--- src/rtl/serial_subtractor_ctrl.sv ---
// serial_subtractor_ctrl: bit-serial a-b sequencer around one full-subtractor cell (optional ovf output via SERIAL_SUB_SIGNED_OVF_EN)
module serial_subtractor_ctrl #(
  parameter int WIDTH = 8
) (
  input  logic             clk,
  input  logic             rst_n,
  input  logic             start,
  input  logic [WIDTH-1:0] a,
  input  logic [WIDTH-1:0] b,
  output logic             busy,
  output logic             done,
  output logic [WIDTH-1:0] diff,
  output logic             bout
`ifdef SERIAL_SUB_SIGNED_OVF_EN
  ,
  output logic             ovf
`endif
);
  localparam int CNT_W = $clog2(WIDTH) + 1;
  localparam logic [0:0] IDLE = 1'b0;
  localparam logic [0:0] RUN  = 1'b1;
  logic [0:0]       state;
  logic [WIDTH-1:0] sa, sb, sr, sr_n;
  logic             brw, cd, cb, last;
  logic [CNT_W-1:0] cnt;
  assign busy = state == RUN;
  // full-subtractor cell on the operand LSBs and the shifted-in result word
  always_comb begin
    cd   = sa[0] ^ sb[0] ^ brw;
    cb   = (~sa[0] & sb[0]) | (~(sa[0] ^ sb[0]) & brw);
    sr_n = WIDTH'({cd, sr} >> 1);
    last = cnt == CNT_W'(WIDTH - 1);
  end
  // sequencer: load on accepted start, shift one bit per RUN cycle, publish on the last bit
  always_ff @(posedge clk) begin
    if (!rst_n) begin
      state <= IDLE;
      done  <= 1'b0;
      diff  <= '0;
      bout  <= 1'b0;
      sa    <= '0;
      sb    <= '0;
      sr    <= '0;
      brw   <= 1'b0;
      cnt   <= '0;
`ifdef SERIAL_SUB_SIGNED_OVF_EN
      ovf   <= 1'b0;
`endif
    end else begin
      done <= 1'b0;
      if (state == IDLE) begin
        if (start) begin
          sa    <= a;
          sb    <= b;
          brw   <= 1'b0;
          cnt   <= '0;
          state <= RUN;
        end
      end else begin
        sr  <= sr_n;
        sa  <= sa >> 1;
        sb  <= sb >> 1;
        brw <= cb;
        cnt <= cnt + CNT_W'(1);
        if (last) begin
          diff  <= sr_n;
          bout  <= cb;
          done  <= 1'b1;
          state <= IDLE;
`ifdef SERIAL_SUB_SIGNED_OVF_EN
          ovf   <= brw ^ cb;
`endif
        end
      end
    end
  end
endmodule

--- config.mk ---
export PLATFORM = sky130hd
export DESIGN_NAME = serial_subtractor_ctrl
export DESIGN_NICKNAME = d
export VERILOG_FILES = /design/src/rtl/serial_subtractor_ctrl.sv
export SDC_FILE = /design/constraint.sdc
export NUM_CORES = 1
export LEC_CHECK = 0
export CORE_MARGIN = 8
export CORE_UTILIZATION = 25
export CTS_BUF_LIST = sky130_fd_sc_hd__clkbuf_8 sky130_fd_sc_hd__clkbuf_16
export CTS_CLUSTER_SIZE = 20
export DETAILED_ROUTE_END_ITERATION = 10
export DONT_BUFFER_PORTS = 1
export GPL_TIMING_DRIVEN = 0
export SYNTH_ARGS = -nofsm -noshare
export SYNTH_HDL_FRONTEND = slang
export SYNTH_SLANG_ARGS = --single-unit
--- constraint.sdc ---
create_clock -name clk -period 2.58 [get_ports clk]
set_clock_uncertainty 0.15 [all_clocks]
set_input_delay 0.129 -clock clk [delete_from_list [all_inputs] [get_ports clk]]
set_output_delay 0.129 -clock clk [all_outputs]
set_load 0.005 [all_outputs]
; ---- After elaboration in Yosys (flattened, before gate mapping)
; Cells that the tools add are included.
[totals]
rom_bits = 0
latch_bits = 0
mem_count = 0
ram_bits = 0
regBits = 40
inputBits = 19
[op_classes]
n_div = 0
magnitude_cmp = 0
n_reduce_logical = 4
shift = 0
n_bitwise = 8
eq_ne = 1
multipliers = 0
muxes = 12
addsub = 1
[ops]
columns = operator, n
row1 = 7-bit two-way mux, 4
row2 = 4-bit two-way mux, 2
row3 = 1-bit two-way mux, 6
row4 = 4-bit by 1-bit adder with 4-bit output (second input constant), 1
row5 = 4-bit by 3-bit == test with 1-bit output (second input constant), 1
row6 = 2-bit AND reduction, 2
row7 = 1-bit NOT, 3
row8 = 1-bit AND, 2
row9 = 2-bit nonzero test, 1
row10 = 2-bit OR reduction, 1
row11 = 1-bit bitwise XOR, 2
row12 = 1-bit bitwise OR, 1

; ---- Longest topological paths before layout
; Gate-level depths: netlist of the first run.
[depth]
depth_word = 5
depth_mapped = 5

; ---- Least setup slack after synthesis of the first run
; Ideal clock, no wire load.
[synth_path]
kind = register -> register
from = register cnt[0]
to = register bout
arrival_time_ns = 1.080
path_slack_ns = 1.234
setup_ns = 0.116
period_less_slack_ns = 1.346
stages_incl_launch_ff = 6
n_path_buf = 1
cell_sequence = dfxtp_1 > ha_1 > and4b_4 > buf_6 > nand2_1 > o211a_1
[synth_via]
elab_chain_len = 2
[synth_lines]
columns = item, line_no
row1 = from (decl), 25  ; logic [CNT_W-1:0] cnt;
row2 = from (signal assigned), 64  ; cnt <= cnt + CNT_W'(1);
row3 = 4-bit by 3-bit == test with 1-bit output, 32  ; last = cnt == CNT_W'(WIDTH - 1);
row4 = 2-bit AND reduction (no source line), -
row5 = to (signal assigned), 40  ; bout <= 1'b0;
row6 = to (signal assigned), 67  ; bout <= cb;
row7 = to (decl), 13  ; output logic bout
; Every way passes these cells.
; A chain may end at the register's enable or synchronous reset.

; ---- Worst setup path in the final report of the first run
; Ends and elaborated chain as after synthesis.

==> results.yml, run 1 <==
outcome:
  status: "finished clean"
detailed_routing:
  drtAntennaViolNets: 0
  wl_met3_microns: 275
  wire_per_inst_microns: 13.1
  drc_errors: 0
  wirelength_met1_microns: 1800
  dr.pass1.iters: 4
  highest_layer: "met4"
  vias: 1229
  drt_iter0_markers: 41
  drt_wl_total_microns: 3700
  met2_length_microns: 1600
  routed_via_density: 4.34
min_path:
  hp-class: "primary input to register"
power_and_ir_drop:
  p_clk_share_pct: 40.6
  swShare_pct: 21.9
  p_switching_uw: 282
  p_leak_uw: 0.000821
  combPwrFrac_pct: 10.1
  p_int_uw: 1010
  ir_worst_vdd_mv: 0.333
  finalPower_uw: 1290
  power_density_nw_per_um2: 613
  pwr-share-seq_pct: 49.3
critical_path:
  start_kind: "register"
  path_class: "register to register"
  cp.arrival_ns: 1.47
  slowest_delay_ns: 0.37
  path_delay_family: "flip-flops"
  crit_fanout: 10
  endpoint_kind: "register"
  crit_slowest_cell: "dfxtp_1"
  required_ns: 2.62
  crit_chain: "ha_1, and4b_4, buf_6, nand2_1, o211a_1"
  critPathBufInv: 1
synthesis:
  synth.net_count: 200
  yosysUniqueCellTypes: 30
  syn_avg_cell_area_sq_um: 9.63
  ys_seq_elements: 39
  synth-warning-count: 0
  syn-cell-area_sq_um: 1720
  seq_area_frac_synth_pct: 45.3
  postSynthCellCount: 179
layout:
  final_common_cell: "dfxtp_1"
  num_antenna_cells: 0
  layout.nets: 223
  final_area_sq_um: 2100
  mostFrequentLayoutCells: "39 x dfxtp_1, 33 x nand2_1, 24 x mux2i_1"
  instances_no_fill: 283
  drive_above_1_share_pct: 13.3
  syn2layout_area_growth_pct: 21.9
floorplanning:
  die_width_microns: 99.0
  start_util_pct: 25.6
  dieArea_sq_um: 9800
  core-area_sq_um: 6720
  die_y_microns: 99.0
  placementRows: 30
  pin_count: 30
cts:
  clkSinkCount: 39
  clock_latency_ns: 0.29
  root_buffer: "clkbuf_8"
  htree_levels: 2
  path_clk_slew_ns: 0.08
  cts_buffers: 5
  postCtsSetupBuffers: 0
  clock_path_buffers: 2
  cts_tree: "built"
sta:
  grt_setup_unrepaired: "no"
  final_max_slew_viol_count: 0
  hold_ws_ns: 0.0418
  relSlewSlack_pct: 75.3
  finalSetupTns_ns: 0
  period_share_pct: 55.5
  worst_slew_pin_slew_ns: 0.370
  setup_viol: 0
  hold_viol_final: 0
  layout_min_cycle_time_ns: 1.43
  max_freq_mhz: 699
grt:
  grt_start_max_net_pins: 13
  grt_pass1_wl_microns: 6160
  grt_pass1_vias: 1219
  grt_overflow: 0
  grtUsageTotal_pct: 7.76
  antenna_found_initial: 0
placement:
  hpwl_microns: 2590
  dp.cells: 259
  portBuffers: 0
  postPlaceCellArea_sq_um: 1820
  gp_congestion: 0.725
job:
  maxCapViolations: 0
Yosys cell counts:
cell / number / share of area, %
and2_1: 14 / 5.1
and4b_4: 1 / 0.80
buf_4: 1 / 0.44
nor3b_1: 1 / 0.44
dfxtp_1: 39 / 45
o21ai_0: 8 / 2.3
nor2b_1: 11 / 4.0
nand4b_2: 1 / 0.87
mux2i_1: 24 / 14
buf_2: 4 / 1.2
nand3_1: 1 / 0.29
nand2_1: 33 / 7.2
and2_2: 1 / 0.44
nand2b_1: 1 / 0.36
o211a_1: 1 / 0.58
a21o_2: 1 / 0.51
o21ai_1: 7 / 2.0
buf_12: 1 / 1.2
a21boi_2: 6 / 3.9
fa_1: 1 / 1.2
a21oi_1: 3 / 0.87
o21a_1: 2 / 0.87
nor3_1: 1 / 0.29
a22oi_1: 1 / 0.44
clkbuf_1: 3 / 0.65
ha_1: 1 / 0.73
buf_6: 3 / 2.0
a21boi_0: 2 / 0.87
nor2_1: 3 / 0.65
inv_1: 3 / 0.65
registers in the layout, indices dropped and copies added (netlist names):
signal and flops:
sr 7, diff 8, sb 8, cnt 4, bout 1, done 1
sa 8, busy 1, brw 1
per-stage QoR:
| stage | setup slack, ns | util (%) |
|---|---|---|
| 4_1_cts | 1.14 | 31.3 |
| 3_5_place_dp | 1.14 | 27.1 |
| 3_3_place_gp | 1.14 | 27.1 |
| 5_1_grt | 1.04 | 31.3 |
| 2_1_floorplan | 1.23 | - |
| 6_report | 1.15 | 31.3 |
final cells by class:
type	instances	area [sq um]
Buffer	12	92.6
Clock buffer	6	82.6
Clock inverter	2	35.0
Fill cell	699	4620
Inverter	3	11.3
Multi-Input combinational cell	125	838
Sequential cell	39	781
Tap cell	80	100
Timing Repair Buffer	16	160
repair_timing:
item | in CTS | in global routing
hold buffers | 16 | 0
endpoints found under the hold margin | 16 | 0
gates resized for setup | 0 | 0
layer usage:
layer  vias up  track usage, %
met5         -               0
met4         0            1.77
met3         5            3.66
li1        639               -
met1       559            9.86
met2        26            11.5
path summary, 6_finish.rpt:
path         cells after the start    from       to  slack, ns
max reg2reg                      5  cnt[0]     bout       1.15
min reg2reg                      2   sr[1]  diff[0]       0.32
min                              2   rst_n  diff[7]       0.04
max                              5  cnt[0]     bout       1.15
power groups by stage:
stage                     logic [uW]  registers (uW)  clock network (uW)
after floorplan                 89.3             646                   0
after global placement           108             649                   0
after detailed placement         110             650                   0
after CTS                        131             636                 539
after global routing             144             638                 565
final                            130             635                 523
logic make-up after synthesis:
logic type / Yosys count / synth area share [%]
and+or+nand+nor: 68 / 20.4
buffers and inverters: 15 / 6.03
muxes: 24 / 13.9
DFF: 39 / 45.3
adders and majority gates: 2 / 1.89
AOI/OAI and AO/OA: 31 / 12.4
Power figures use the tool's default switching activity.
==> inputs of run 2 (changes only) <==
Settings changed: ABC_AREA from default to 1.
Clock period 2.58 ns to 1.25 ns, I/O delays scaled along.
==> run 2 against run 1 <==
The flow now finishes with violations (setup timing). Cell count grew 20%. Critical path depth is the same. Register-to-register slack lost 1.2 ns. Area after synthesis shrank 3.2%. Fmax grew 13%. Design area grew 9.7%. Via count grew 22%. Critical endpoint is now diff[7]. Highest routed layer unchanged.
==> results.yml, run 2 <==
sta:
  worst_slew_pin_slew_ns: 0.237
  hold_viol_final: 0
  final_max_slew_viol_count: 0
  relSlewSlack_pct: 84.2
  layout_setup_ws_ns: -0.0176
  grt_setup_unrepaired: "yes"
  layout_min_cycle_time_ns: 1.27
  period_share_pct: 101
  max_freq_mhz: 789
  setup_viol: 4
outcome:
  violations: "setup timing"
  status: "complete, but fails checks"
critical_path:
  required_ns: 1.30
  path_class: "register to register"
  start_kind: "register"
  endpoint_kind: "register"
  crit_slowest_cell: "dfxtp_4"
  cp.arrival_ns: 1.32
  slowest_delay_ns: 0.37
  crit_fanout: 5
  crit_chain: "ha_4, buf_4, nand4_2, nand3_1, nand2_1"
synthesis:
  syn-cell-area_sq_um: 1670
  seq_area_frac_synth_pct: 46.8
  synthFlopType: "dfxtp_1"
  async_flop_share_pct: 0
  synth_edf_count: 0
  synth_commonest_cells: "74 x nand2_1, 39 x dfxtp_1, 39 x nand3_1, 20 x inv_1, 20 x nor2_1"
  synth.net_count: 248
  postSynthCellCount: 227
  synth_area_leaders: "dfxtp_1 47%, nand2_1 17%, nand3_1 12%"
  yosysUniqueCellTypes: 19
  synth_most_common_cell: "nand2_1"
  synth_area_leader_cell: "dfxtp_1"
  synth_top_area_share_pct: 46.8
  syn_avg_cell_area_sq_um: 7.35
  synth-warning-count: 0
  ys_seq_elements: 39
layout:
  final_util_pct: 36.1
  largestRegisters: "diff (8), sa (8), sb (8)"
  num_antenna_cells: 0
  mostFrequentLayoutCells: "68 x nand2_1, 37 x nand3_1, 32 x dfxtp_1"
  final_common_cell: "nand2_1"
  layout.nets: 282
  fillers: 651
  instances_no_fill: 339
  syn2layout_area_growth_pct: 38.2
  drive_above_1_share_pct: 22.5
floorplanning:
  start_util_pct: 26.1
  core-area_sq_um: 6390
  placementRows: 29
  dieArea_sq_um: 9540
  die_width_microns: 97.7
  die_y_microns: 97.7
  pin_count: 30
placement:
  hpwl_microns: 2730
  gp_congestion: 0.709
  portBuffers: 0
  dp.cells: 304
cts:
  cts_buffers: 5
  htree_levels: 2
  root_buffer: "clkbuf_8"
  clkSinkCount: 39
  cts_tree: "built"
  path_clk_slew_ns: 0.08
  clock_latency_ns: 0.29
  clock_path_buffers: 2
detailed_routing:
  drtAntennaViolNets: 0
  drt_iter0_markers: 72
  routed_via_density: 4.44
  vias: 1505
  wire_per_inst_microns: 12.3
  drt_wl_total_microns: 4160
  drc_errors: 0
  dr.pass1.iters: 4
min_path:
  hp-class: "primary input to register"
power_and_ir_drop:
  combPwrFrac_pct: 11.8
  p_clk_share_pct: 40.1
  pwr-share-seq_pct: 48.0
  finalPower_uw: 2780
  ir_worst_vdd_mv: 0.561
  swShare_pct: 24.2
  p_switching_uw: 673
  p_int_uw: 2110
  power_density_nw_per_um2: 1210
  p_leak_uw: 0.00108
grt:
  grt_pass1_wl_microns: 6680
  grt_overflow: 0
  grt_start_max_net_pins: 14
  grt_pass1_vias: 1419
  grtUsageTotal_pct: 8.52
  antenna_found_initial: 0
job:
  maxCapViolations: 0
==> run 2: cell type report <==
class | instances | area, sq um | share of cell area [%]
Sequential cell | 39 | 797 | 34.6
Timing Repair Buffer | 26 | 293 | 12.7
Clock buffer | 6 | 82.6 | 3.58
Buffer | 12 | 108 | 4.67
Multi-Input combinational cell | 156 | 808 | 35.1
Clock inverter | 2 | 38.8 | 1.68
Inverter | 21 | 81.3 | 3.53
Tap cell | 77 | 96.3 | 4.18
==> run 2: cells by family after synthesis <==
| logic type | Yosys count | synth area share, % |
|---|---|---|
| DFF | 39 | 46.8 |
| buffers and inverters | 33 | 9.53 |
| AOI/OAI and AO/OA | 15 | 4.65 |
| adders and majority gates | 2 | 1.95 |
| and+or+nand+nor | 138 | 37.1 |
==> run 2: routing by layer <==
| metal | global-route usage [%] | vias up | wire length (microns) |
|---|---|---|---|
| met2 | 13.8 | 25 | 1940 |
| met1 | 9.63 | 684 | 1920 |
| li1 | - | 789 | - |
| met3 | 3.49 | 7 | 235 |
| met5 | 0 | - | 0 |
| met4 | 3.50 | 0 | 64 |
==> run 2: power groups by stage <==
stage          Sequential [uW]  Combinational, uW  Clock [uW]
2_1_floorplan             1350                186           0
3_3_place_gp              1360                228           0
3_5_place_dp              1360                231           0
4_1_cts                   1330                281        1150
5_1_grt                   1350                370        1200
6_report                  1340                329        1120
==> run 2: worst max-delay path: cells and delay by family, from the launching register on <==
kind	cells	cell delay, ns
adders and majority gates	1	0.17
and+or+nand+nor	3	0.35
DFF	1	0.37
buffers and inverters	1	0.13
==> run 2: timing repair <==
| item | CTS | global route |
|---|---|---|
| endpoints found under the setup margin | 27 | 24 |
| resized for setup | 13 | 29 |
| hold buffers | 17 | 0 |
| setup buffers | 4 | 3 |
| pin swaps | 5 | 11 |
| gates cloned | 0 | 3 |
| hold endpoints to repair | 22 | 0 |
==> run 2: final timing paths <==
kind | from | to | slack [ns] | depth (start not counted)
worst max-delay path | cnt[1] | diff[7] | -0.02 | 5
worst min register to register | sr[1] | diff[0] | 0.30 | 2
worst min-delay path | start | sa[7] | 0.03 | 4
worst max register to register | cnt[1] | diff[7] | -0.02 | 5
==> run 2: stage by stage <==
step                 TNS (ns)  worst slack (ns)  cell area, sq um  hold slack, ns
global route           -0.563           -0.0568              2300          0.0720
CTS                 -0.000564         -0.000564              2140          0.0170
finish                -0.0571           -0.0176              2300          0.0256
detailed placement      -2.06            -0.119              1770          0.0676
floorplan                   0            0.0153              1670          0.0500
global placement        -1.66            -0.113              1770          0.0582
==> inputs of run 3 (changes only) <==
--- a/constraint.sdc
+++ b/constraint.sdc
@@ -4,2 +4,2 @@
 set_output_delay 0.0625 -clock clk [all_outputs]
-set_load 0.005 [all_outputs]
+set_load 0.02 [all_outputs]
==> run 3 against run 2 <==
Critical path type unchanged. Largest cell class unchanged. Worst setup slack improved by 0.024 ns. First-iteration DRC count is 35% higher. The flow now finishes without violations. Wire length shrank 3.9%. Highest routed layer unchanged. Worst hold slack improved by 0.00090 ns. Sequential power about the same. Combinational power shrank 8.8%.
==> results.yml, run 3 (synthesis results as in run 2) <==
outcome:
  status: "finished clean"
cts:
  clock_path_buffers: 2
  htree_levels: 2
  cts_tree: "built"
  clkSinkCount: 39
  root_buffer: "clkbuf_8"
  path_clk_slew_ns: 0.08
  clock_latency_ns: 0.29
  cts_buffers: 5
power_and_ir_drop:
  finalPower_uw: 2690
  ir_worst_vdd_mv: 0.417
  power_density_nw_per_um2: 1230
  p_leak_uw: 0.00102
critical_path:
  path_class: "register to register"
  endpoint_kind: "register"
  crit_chain: "inv_2, fa_1, nor2_1, nor2_1"
  cp.arrival_ns: 1.29
  critPathMostFrequentCell: "nor2_1"
  required_ns: 1.29
  slowest_delay_ns: 0.46
  crit_slowest_cell: "fa_1"
  critPathBufInv: 1
  start_kind: "register"
  crit_fanout: 2
  path_delay_family: "adder cells"
detailed_routing:
  wire_per_inst_microns: 12.0
  drt_iter0_markers: 97
  routed_via_density: 4.41
  drt_wl_total_microns: 4000
  drtAntennaViolNets: 0
  drc_errors: 0
  dr.pass1.iters: 7
  vias: 1468
layout:
  final_area_sq_um: 2190
  final_util_pct: 34.2
  mostFrequentLayoutCells: "73 x nand2_1, 34 x nand3_1, 32 x dfxtp_1"
  drive_above_1_share_pct: 18.8
  num_antenna_cells: 0
  largestRegisters: "diff (8), sa (8), sb (8)"
  syn2layout_area_growth_pct: 31.1
  layout.nets: 276
  final_common_cell: "nand2_1"
  instances_no_fill: 333
floorplanning:
  pin_count: 30
  start_util_pct: 26.1
  placementRows: 29
  die_width_microns: 97.7
  core-area_sq_um: 6390
  dieArea_sq_um: 9540
  die_y_microns: 97.7
sta:
  setup_viol: 0
  period_share_pct: 99.5
  relSlewSlack_pct: 82.6
  grt_setup_unrepaired: "yes"
  max_freq_mhz: 804
  layout_setup_ws_ns: 0.00678
  layout_min_cycle_time_ns: 1.24
  hold_viol_final: 0
  worst_slew_pin_slew_ns: 0.261
  final_max_slew_viol_count: 0
placement:
  dp.cells: 304
  place_ws_ns: -0.134
  portBuffers: 0
  gp_congestion: 0.736
  postPlaceCellArea_sq_um: 1770
  hpwl_microns: 2680
grt:
  grt_start_max_net_pins: 14
  grt_pass1_wl_microns: 6470
  grt_pass1_vias: 1344
  grtUsageTotal_pct: 8.18
  grt_overflow: 0
  antenna_found_initial: 0
job:
  maxCapViolations: 0
min_path:
  hp-class: "primary input to register"
[run 3: cell count changes in the layout (fill, tap and decap cells not counted), moves of 2 or more]
cell / previous run / this run
nand2_2: 6 / 1
clkbuf_16: 2 / 0
buf_6: 4 / 1
nand3_1: 37 / 34
nand2_1: 68 / 73
nand3_2: 1 / 4
[run 3: where the power goes]
part,switching [uW],internal (uW)
Combinational,163,137
Sequential,41.4,1300
Clock,457,594
Total,661,2030
[run 3: tightest hold or removal path, cell delays in order]
cell	delay (ns)
buf_4	0.16
inv_1	0.09
nand2_1	0.06
a21oi_1	0.05
[run 3: layout make-up]
cell class | instances | area, sq um
Clock inverter | 3 | 43.8
Clock buffer | 5 | 68.8
Sequential cell | 39 | 795
Inverter | 21 | 81.3
Tap cell | 77 | 96.3
Timing Repair Buffer | 19 | 185
Fill cell | 688 | 4200
Buffer | 12 | 104
Multi-Input combinational cell | 157 | 812
[run 3: repair_timing]
action,4_1_cts,5_1_grt
setup buffers,1,1
pin swaps,5,4
gates cloned,1,1
hold buffers,17,0
endpoints found under the hold margin,20,0
setup endpoints to repair,27,26
gates resized for setup,10,20
[run 3: routing by layer]
| layer | up-vias | global-route usage [%] | wire (microns) |
|---|---|---|---|
| met5 | - | 0 | 0 |
| met1 | 671 | 9.54 | 1870 |
| met3 | 4 | 2.84 | 178 |
| met2 | 20 | 13.5 | 1910 |
| met4 | 0 | 2.80 | 36 |
| li1 | 773 | - | - |
[run 3: worst paths after layout]
check                               end  start  slack (ns)  cells past startpoint
worst max-delay path              sr[7]    brw       0.007                      4
worst min-delay path              sa[7]  start        0.03                      4
worst max register to register    sr[7]    brw       0.007                      4
worst min register to register  diff[0]  sr[1]        0.30                      2
[run 3: metrics by stage]
step           setup TNS (ns)  hold WS [ns]
6_report                    0        0.0265
5_1_grt                -0.220        0.0605
4_1_cts              -0.00255        0.0169
3_5_place_dp            -1.33        0.0607
3_3_place_gp            -1.04        0.0603
2_1_floorplan               0        0.0500
